File: src/rtl/alu_shift_seq.sv
// alu_shift_seq: multi-cycle logical barrel shift built on the ALU's 1-bit shifter.
// The working value goes out on alu_a with a shift function code. yout/cout come
// back and are captured on each clock until the requested number of steps is done.

`ifndef ALU_F_SHIFT_LEFT
`define ALU_F_SHIFT_LEFT  5'h1A
`endif
`ifndef ALU_F_SHIFT_RIGHT
`define ALU_F_SHIFT_RIGHT 5'h1B
`endif

module alu_shift_seq #(
    parameter int AMOUNT_W = 4
) (
    input  logic                clock,
    input  logic                reset,
    input  logic                start,
    input  logic                dir,
    input  logic [AMOUNT_W-1:0] amount,
    input  logic [15:0]         operand,
    output logic [15:0]         alu_a,
    output logic [4:0]          alu_f,
    output logic                alu_notALUOE,
    output logic                alu_notShiftOE,
    input  logic [15:0]         alu_y,
    input  logic                alu_cout,
    output logic                busy,
    output logic                done,
    output logic [15:0]         result,
    output logic                cout,
    output logic                zero
);

    typedef enum logic [1:0] {
        S_IDLE  = 2'd0,
        S_SHIFT = 2'd1,
        S_DONE  = 2'd2
    } state_t;

    localparam logic [AMOUNT_W-1:0] CNT_ZERO = '0;
    localparam logic [AMOUNT_W-1:0] CNT_ONE  = AMOUNT_W'(1);

    state_t                state_q, state_d;
    logic [15:0]           work_q, work_d;
    logic [AMOUNT_W-1:0]   cnt_q, cnt_d;
    logic                  dir_q, dir_d;
    logic                  c_q, c_d;
    logic [15:0]           result_q, result_d;
    logic                  cout_q, cout_d;

    // State and datapath registers; reset aborts any operation in flight.
    always_ff @(posedge clock) begin
        if (reset) begin
            state_q  <= S_IDLE;
            work_q   <= 16'h0000;
            cnt_q    <= CNT_ZERO;
            dir_q    <= 1'b0;
            c_q      <= 1'b0;
            result_q <= 16'h0000;
            cout_q   <= 1'b0;
        end else begin
            state_q  <= state_d;
            work_q   <= work_d;
            cnt_q    <= cnt_d;
            dir_q    <= dir_d;
            c_q      <= c_d;
            result_q <= result_d;
            cout_q   <= cout_d;
        end
    end

    // Next-state and datapath updates. result/cout are loaded on entry to DONE,
    // so they hold the previous answer throughout SHIFT.
    always_comb begin
        state_d  = state_q;
        work_d   = work_q;
        cnt_d    = cnt_q;
        dir_d    = dir_q;
        c_d      = c_q;
        result_d = result_q;
        cout_d   = cout_q;
        unique case (state_q)
            S_IDLE: begin
                if (start) begin
                    work_d = operand;
                    cnt_d  = amount;
                    dir_d  = dir;
                    c_d    = 1'b0;
                    if (amount == CNT_ZERO) begin
                        // Zero-step shift: the answer is the operand itself.
                        state_d  = S_DONE;
                        result_d = operand;
                        cout_d   = 1'b0;
                    end else begin
                        state_d = S_SHIFT;
                    end
                end
            end
            S_SHIFT: begin
                work_d = alu_y;
                c_d    = alu_cout;
                cnt_d  = cnt_q - CNT_ONE;
                if (cnt_q == CNT_ONE) begin
                    state_d  = S_DONE;
                    result_d = alu_y;
                    cout_d   = alu_cout;
                end
            end
            S_DONE: begin
                state_d = S_IDLE;
            end
            default: begin
                state_d = S_IDLE;
            end
        endcase
    end

    // ALU control pins. The shift output enable is only ever asserted in SHIFT,
    // which leaves the yout bus free for other drivers at all other times.
    always_comb begin
        alu_a          = work_q;
        alu_f          = dir_q ? `ALU_F_SHIFT_LEFT : `ALU_F_SHIFT_RIGHT;
        alu_notALUOE   = 1'b1;
        alu_notShiftOE = (state_q == S_SHIFT) ? 1'b0 : 1'b1;
    end

    // Status and result outputs.
    always_comb begin
        busy   = (state_q == S_SHIFT) || (state_q == S_DONE);
        done   = (state_q == S_DONE);
        result = result_q;
        cout   = cout_q;
        zero   = (result_q == 16'h0000);
    end

endmodule

File: config.mk
export PLATFORM = sky130hd
export DESIGN_NAME = alu_shift_seq
export DESIGN_NICKNAME = d
export VERILOG_FILES = /design/src/rtl/alu_shift_seq.sv
export SDC_FILE = /design/constraint.sdc
export NUM_CORES = 1
export LEC_CHECK = 0
export CAP_MARGIN = 40
export CORE_MARGIN = 5
export CORE_UTILIZATION = 42
export CTS_CLUSTER_SIZE = 12
export DETAILED_ROUTE_END_ITERATION = 8
export PLACE_DENSITY = 0.8
export SYNTH_ARGS = -nofsm -noshare
export SYNTH_HDL_FRONTEND = slang
export SYNTH_SLANG_ARGS = --single-unit
export TNS_END_PERCENT = 20
File: constraint.sdc
create_clock -name clock -period 2.05 [get_ports clock]
set_clock_uncertainty 0.05 [all_clocks]
set_input_delay 0.41 -clock clock [delete_from_list [all_inputs] [get_ports clock]]
set_output_delay 0.41 -clock clock [all_outputs]
set_load 0.02 [all_outputs]
Word-level counts from Yosys, hierarchy flattened
Index checks and enable logic that the tools add are counted.

Output and inout bits: 43. Input port bits: 41. Logic and storage cells: 40. Register bits: 40.

Mux-type cells: 18. Reduce and logical (&&, ||, !) cells: 9. Equal/unequal tests: 6. $add $sub $neg: 1.

Operators with widths (count): $mux 16 (4); $pmux 16 s2 (2); $logic_not 16->1 (1); $pmux 4 s2 (1); $mux 2 (3); $ne 2x2->1 const B (3); $reduce_and 2->1 (3); $mux 1 (5); $eq 4x1->1 const B (1); $logic_not 4->1 (1); $mux 4 (1); $pmux 2 s2 (1); $reduce_and 4->1 (1); $sub 4x1->4 const B (1); $eq 2x1->1 const B (1); $eq 2x2->1 const B (1); $logic_not 2->1 (1); $pmux 1 s2 (1); $reduce_bool 2->1 (1); $logic_or 1x1->1 (1).

Depth between registers and ports, before layout
Gate-level depths: netlist of the first run.

Depth in word-level cells: 4. Gate-level depth with buffers: 8. Depth with buffers taken out: 6.

Least setup slack after synthesis of the first run
OpenSTA, ideal clock, no wires.

Path type: flip-flop to flip-flop. From: register cnt_q[1]. To: register result_q[14], in the netlist result[14]. Data required time: 1.919 ns. Clock period less this slack: 1.805 ns. Path buffers: 1. Stages on the path, launching flop included: 8. Setup time: 0.081 ns. Arrival time: 1.674 ns. Slack: 0.245 ns. Cells stage by stage: dfxtp_1 > inv_1 > ha_1 > or3b_1 > a211oi_4 > buf_6 > nor2_2 > a211oi_2.

Longest elaborated chain between the ends: 3.

Ends and longest elaborated chain: start, declared (RTL line 45) `logic [AMOUNT_W-1:0] cnt_q, cnt_d;`; start signal, assigned (RTL line 64) `cnt_q <= cnt_d;`; $eq 4x1->1 (RTL line 103) `if (cnt_q == CNT_ONE) begin`; $ne 2x2->1 (no source line); $reduce_and 4->1 (no source line); end signal, assigned (RTL line 67) `result_q <= result_d;`; end, declared (RTL line 48) `logic [15:0] result_q, result_d;`.

Every way passes these cells. A chain may end at the register's enable or synchronous reset.

Final worst setup path of the first run
From: register result_q[3], in the netlist result[3]. To: output port zero.

Longest elaborated chain between the ends: 1.

Ends and longest elaborated chain: $logic_not 16->1 (RTL line 133) `zero = (result_q == 16'h0000);`; end, declared (RTL line 31) `output logic zero`.

Every way passes these cells.

==> results of run 1 <==
==> placed cells by master (no fill, tap or decap), types with 2 or more instances in the layout <==
| cell type | Yosys | layout |
|---|---|---|
| clkbuf_1 | 8 | 2 |
| dfxtp_1 | 40 | 40 |
| a22oi_1 | 3 | 3 |
| a211oi_2 | 12 | 12 |
| a211oi_1 | 21 | 21 |
| nor4_1 | 5 | 5 |
| ha_1 | 7 | 7 |
| mux2i_1 | 17 | 17 |
| inv_1 | 7 | 7 |
| dlygate4sd2_1 | 0 | 3 |
| a21oi_1 | 5 | 5 |
| conb_1 | 2 | 5 |
| nand2_1 | 3 | 3 |
| nor2_2 | 2 | 2 |
| o21ai_0 | 5 | 5 |
| nor2_1 | 35 | 35 |
| buf_4 | 6 | 13 |
| clkbuf_8 | 0 | 6 |
| clkdlybuf4s50_1 | 0 | 73 |
==> state kept, by name, indices dropped and copies added, names as in the netlist <==
register and count:
cout 1, dir_q 1, alu_a 16, cnt_q 4, result 16, state_q 2
==> worst paths after layout <==
check             from         to  slack (ns)  cells after the start
max reg2reg   cnt_q[1]  result[6]        0.11                      7
min              dir_q      dir_q        0.41                      2
min reg2reg      dir_q      dir_q        0.41                      2
max          result[3]       zero        0.07                      3
==> power groups by stage <==
stage,registers (mW),clock network (mW),logic [mW]
4_1_cts,1.06,0.549,1.48
2_1_floorplan,1.22,0,0.750
6_report,1.06,0.542,1.47
3_5_place_dp,1.07,0,1.50
5_1_grt,1.08,0.585,1.58
3_3_place_gp,1.07,0,1.47
==> cells in the mapped netlist, types with 2 or more instances <==
| master | number |
|---|---|
| clkbuf_1 | 8 |
| nor2_1 | 35 |
| ha_1 | 7 |
| nand2_1 | 3 |
| inv_1 | 7 |
| a211oi_1 | 21 |
| nor4_1 | 5 |
| a211oi_2 | 12 |
| a21oi_1 | 5 |
| conb_1 | 2 |
| dfxtp_1 | 40 |
| nor2_2 | 2 |
| o21ai_0 | 5 |
| buf_2 | 2 |
| a22oi_1 | 3 |
| buf_6 | 2 |
| mux2i_1 | 17 |
| buf_4 | 6 |
==> final cells by class <==
class	count	share of cell area, %
Clock buffer	8	3.16
Multi-Input combinational cell	136	34.4
Tap cell	52	2.28
Timing Repair Buffer	92	31.2
Inverter	7	0.920
Sequential cell	40	28.0
==> per-layer routing <==
layer	part of all wire (%)	track usage [%]	wire (µm)
met1	44	20.8	2220
met2	46	25.5	2300
met3	9.6	6.60	482
met4	0.16	3.09	8
met5	0	0	0
==> worst min-delay path, stage by stage (launching register included) <==
cell and delay, ns:
dfxtp_1 0.31, nand2_1 0.05, a21oi_1 0.05
==> through the flow <==
step	TNS, ns	power [mW]	cells
2_1_floorplan	0	1.97	202
3_3_place_gp	-2.04	2.54	327
3_5_place_dp	-2.78	2.57	327
4_1_cts	0	3.08	335
5_1_grt	0	3.24	335
6_report	0	3.07	335
==> repair_timing <==
action | 4_1_cts | 5_1_grt
setup endpoints to repair | 3 | 1
pin swaps | 0 | 0
resized for setup | 3 | 1
hold buffers | 0 | 0
==> logic make-up after synthesis <==
kind of cell | count (synthesis) | share of synthesized area [%]
flops | 40 | 42.0
mux | 18 | 9.51
fa+ha+maj | 7 | 4.59
other cells | 2 | 0.394
compound gates | 52 | 23.3
buf+inv | 26 | 7.21
simple gates | 54 | 13.0
==> flow_summary.ini, run 1 <==
[critical_path]
cp.arrival_ns = 1.52
path_cells = nor4_1 > and4_1 > dlygate4sd2_1
slowest_stage = dlygate4sd2_1
crit_buf_inv = 1
critPathRequiredTime_ns = 1.59
cp_top_family = simple AND/OR/NAND/NOR gates
crit_path_max_incr_delay_ns = 0.35
critPathCaptureType = primary output
cp-start-kind = flip-flop
path_max_fanout = 3
critPathKind = reg2out

[route]
routedWlPerCell_um = 14.9
num_vias = 1762
antenna_left = 0
drt_pass1_iterations = 4
drtIter0Drc = 69
drc_errors = 0
totalWireLength_um = 5000
viasPerCell = 5.26

[sta]
slew_viol_final = 0
post-route-min-period_ns = 1.98
hold_violations = 0
whs_ns = 0.412
finalCritPeriodShare_pct = 96.4
setup_ws_ns = 0.0746
setup_viol = 0
rsz0062_at_grt = false
fmax_ghz = 0.506

[global_routing]
grt_pass1_wl_um = 7870
antenna_found_initial = 0
first_global_vias = 1609
grt_remaining_overflow = 0
grt_max_degree = 35
grt_usage_pct = 16.1

[logic_synthesis]
yosys-top-cells-area = dfxtp_1 42%, mux2i_1 8.9%, a211oi_1 8.3%
syn_area_um2 = 1910
async_flop_share_pct = 0
synth_cells = 199
synth_top_cell_by_area = dfxtp_1
yosysWarnings = 0
ys_ff_latch = 40
synth_edf_count = 0
avgSynthCellArea_um2 = 9.59
ys_seq_area_share_pct = 42.0
synth_top_cell_area_share_pct = 42.0
synth-main-ff-cell = dfxtp_1
ys_types = 35

[cells_and_area]
register_area_um2 = 801
fin_nets = 330
final.fill_count = 364
diodes = 0
multi_input_area_um2 = 981
layout-drive-gt1-share_pct = 13.1
syn_to_final_growth_pct = 49.6
final_area_um2 = 2860
utilization_pct = 65.1

[pwr]
switchingPower_mw = 1.17
seq_power_share_pct = 34.5
p_clk_share_pct = 17.7
pwr-share-comb_pct = 47.8
p_int_mw = 1.90
ir_worst_vdd_v = 0.000580
power.leakage_nw = 1.07
swShare_pct = 38.1
power-per-cell-area_nw_per_um2 = 1070

[floorplanning]
die_h_um = 77.4
initial_core_util_pct = 43.5
die_x_um = 77.4
rows = 24
io_pins = 84
die_area_um2 = 5990
core_um2 = 4380

[clock_network]
insertion_delay_ns = 0.29
postCtsSetupRepairBufs = 0
clkSlewWorstSetupHoldPaths_ns = 0.08
clockBufferDepth = 2
cts_buffers = 5
clock-sinks = 40
tritoncts = yes
root_buffer = clkbuf_8
h-tree-depth = 2

[placement]
dpl_cell_area_um2 = 2770
place_hpwl_um = 3890
post-place-ws_ns = -0.196
gp_congestion = 0.799
io_buffers = 78

[status]
status = finished clean

[hold_path]
hold_path_class = reg2reg

[run]
drv_cap = 0
(Power assumes the default switching activity.)
==> run 2: changes to the inputs <==
Settings changed: CTS_CLUSTER_DIAMETER from default to 30, SLEW_MARGIN from default to 25.
==> results of run 2 <==
Same layout as run 1: the final DEF is identical, and so are final timing and power.
==> run 3: changes to the inputs <==
Settings changed: CORE_UTILIZATION 42 to 38, PLACE_DENSITY 0.8 to 0.77.
Clock period 2.05 ns to 1.7 ns, I/O delays scaled along.
==> flow_summary.ini, run 3 (synthesis results as in run 1) <==
[cells_and_area]
diodes = 0
final_common_cell = clkdlybuf4s50_1
fin_nets = 360
finalNonFillerCells = 380
final_cell_mix = 55 x clkdlybuf4s50_1, 37 x dfxtp_1, 37 x buf_4
final.fill_count = 385
layout-drive-gt1-share_pct = 31.0
syn_to_final_growth_pct = 70.6
final_area_um2 = 3250
utilization_pct = 68.0

[global_routing]
grt_use_met3_pct = 4.21
grt_remaining_overflow = 0
grt_max_degree = 25
first_global_vias = 1771
antenna_found_initial = 0
top_usage_layer = met2
grt_pass1_wl_um = 8600
use_met2_pct = 28.5
use_met1_pct = 22.0
grt_usage_pct = 16.8

[critical_path]
path_cells = inv_2 > ha_4 > or3b_4 > a211oi_4 > buf_6 > clkbuf_16 > nor2_1 > a211oi_2
cp.arrival_ns = 1.96
r2r.worst_path.cells = 8
crit_path_max_incr_delay_ns = 0.40
path_max_fanout = 8
cp-start-kind = flip-flop
critPathCaptureType = flip-flop
slowest_stage = or3b_4
critPathKind = reg2reg
critPathRequiredTime_ns = 1.86

[route]
routedWlPerCell_um = 15.3
drtIter0Drc = 53
totalWireLength_um = 5800
num_vias = 1832
antenna_left = 0
drc_errors = 0
drt_pass1_iterations = 4
viasPerCell = 4.82

[clock_network]
root_buffer = clkbuf_8
tritoncts = yes
clkSlewWorstSetupHoldPaths_ns = 0.08
clock-sinks = 40
insertion_delay_ns = 0.29
cts_buffers = 5
cts-hold-fix-buffers = 0
clockBufferDepth = 2
h-tree-depth = 2

[sta]
slew_viol_final = 0
whs_ns = 0.321
setup_ws_ns = -0.0979
setup_viol = 17
finalCritPeriodShare_pct = 106
post-route-min-period_ns = 1.80
fmax_ghz = 0.556
rsz0062_at_grt = true
hold_violations = 0

[pwr]
power-per-cell-area_nw_per_um2 = 1260
power.leakage_nw = 1.34
ir_worst_vdd_v = 0.000786

[run]
drv_cap = 0

[hold_path]
whs_path_depth = 2
hold_path_class = in2reg

[floorplanning]
rows = 25
die_h_um = 80.9
core_um2 = 4790
io_pins = 84
die_x_um = 80.9
die_area_um2 = 6540
initial_core_util_pct = 39.9

[status]
status = finished, violations left
violations = setup timing

[placement]
gp_congestion = 0.763
io_buffers = 78
place_hpwl_um = 4150
dp_cells = 367
dpl_cell_area_um2 = 2990
==> run 3: metrics by stage <==
stage	setup TNS (ns)	worst slack [ns]	total power, mW
6_report	-1.27	-0.0979	4.11
5_1_grt	-2.66	-0.183	4.37
4_1_cts	-1.40	-0.113	3.97
3_5_place_dp	-9.97	-0.508	3.31
3_3_place_gp	-9.25	-0.462	3.29
2_1_floorplan	-0.350	-0.0318	2.38
==> run 3: area by class of cell <==
cell class | count | area [µm²] | share of cell area [%]
multi-input combinational | 136 | 1100 | 33.9
inverter | 7 | 26.3 | 0.807
clock buffer | 8 | 90.1 | 2.77
timing repair buffer | 122 | 1150 | 35.3
tap | 67 | 83.8 | 2.58
sequential | 40 | 805 | 24.7
==> run 3: worst paths after layout <==
| path | startpoint | end | slack (ns) |
|---|---|---|---|
| setup / recovery | cnt_q[1] | result[5] | -0.1 |
| hold / removal | reset | cnt_q[2] | 0.32 |
| setup reg to reg | cnt_q[1] | result[5] | -0.1 |
| hold reg to reg | dir_q | dir_q | 0.41 |
==> run 3: where the power goes <==
group	internal (mW)	leakage [nW]	switching, mW
logic	1.08	0.968	1.11
clock network	0.331	0.0455	0.320
registers	1.14	0.330	0.125
total	2.56	1.34	1.56
==> run 3: per-layer routing <==
layer / wire length (µm) / share of wire (%)
met5: 0 / 0
met4: 43 / 0.74
met3: 261 / 4.5
met2: 2930 / 51
met1: 2560 / 44
==> run 3: worst max-delay path, delay by kind of cell, from the launching register on <==
| family | cells | cell delay (ns) |
|---|---|---|
| adder cells (fa/ha/maj) | 1 | 0.11 |
| AO/OA/AOI/OAI | 2 | 0.37 |
| AND/OR/NAND/NOR | 2 | 0.45 |
| buffers and inverters | 3 | 0.42 |
| flip-flops | 1 | 0.33 |
==> run 3: repair_timing <==
action,4_1_cts,5_1_grt
setup endpoints to repair,38,41
buffers inserted,1,2
resized for setup,38,33
pin swaps,2,12
cloned,1,2
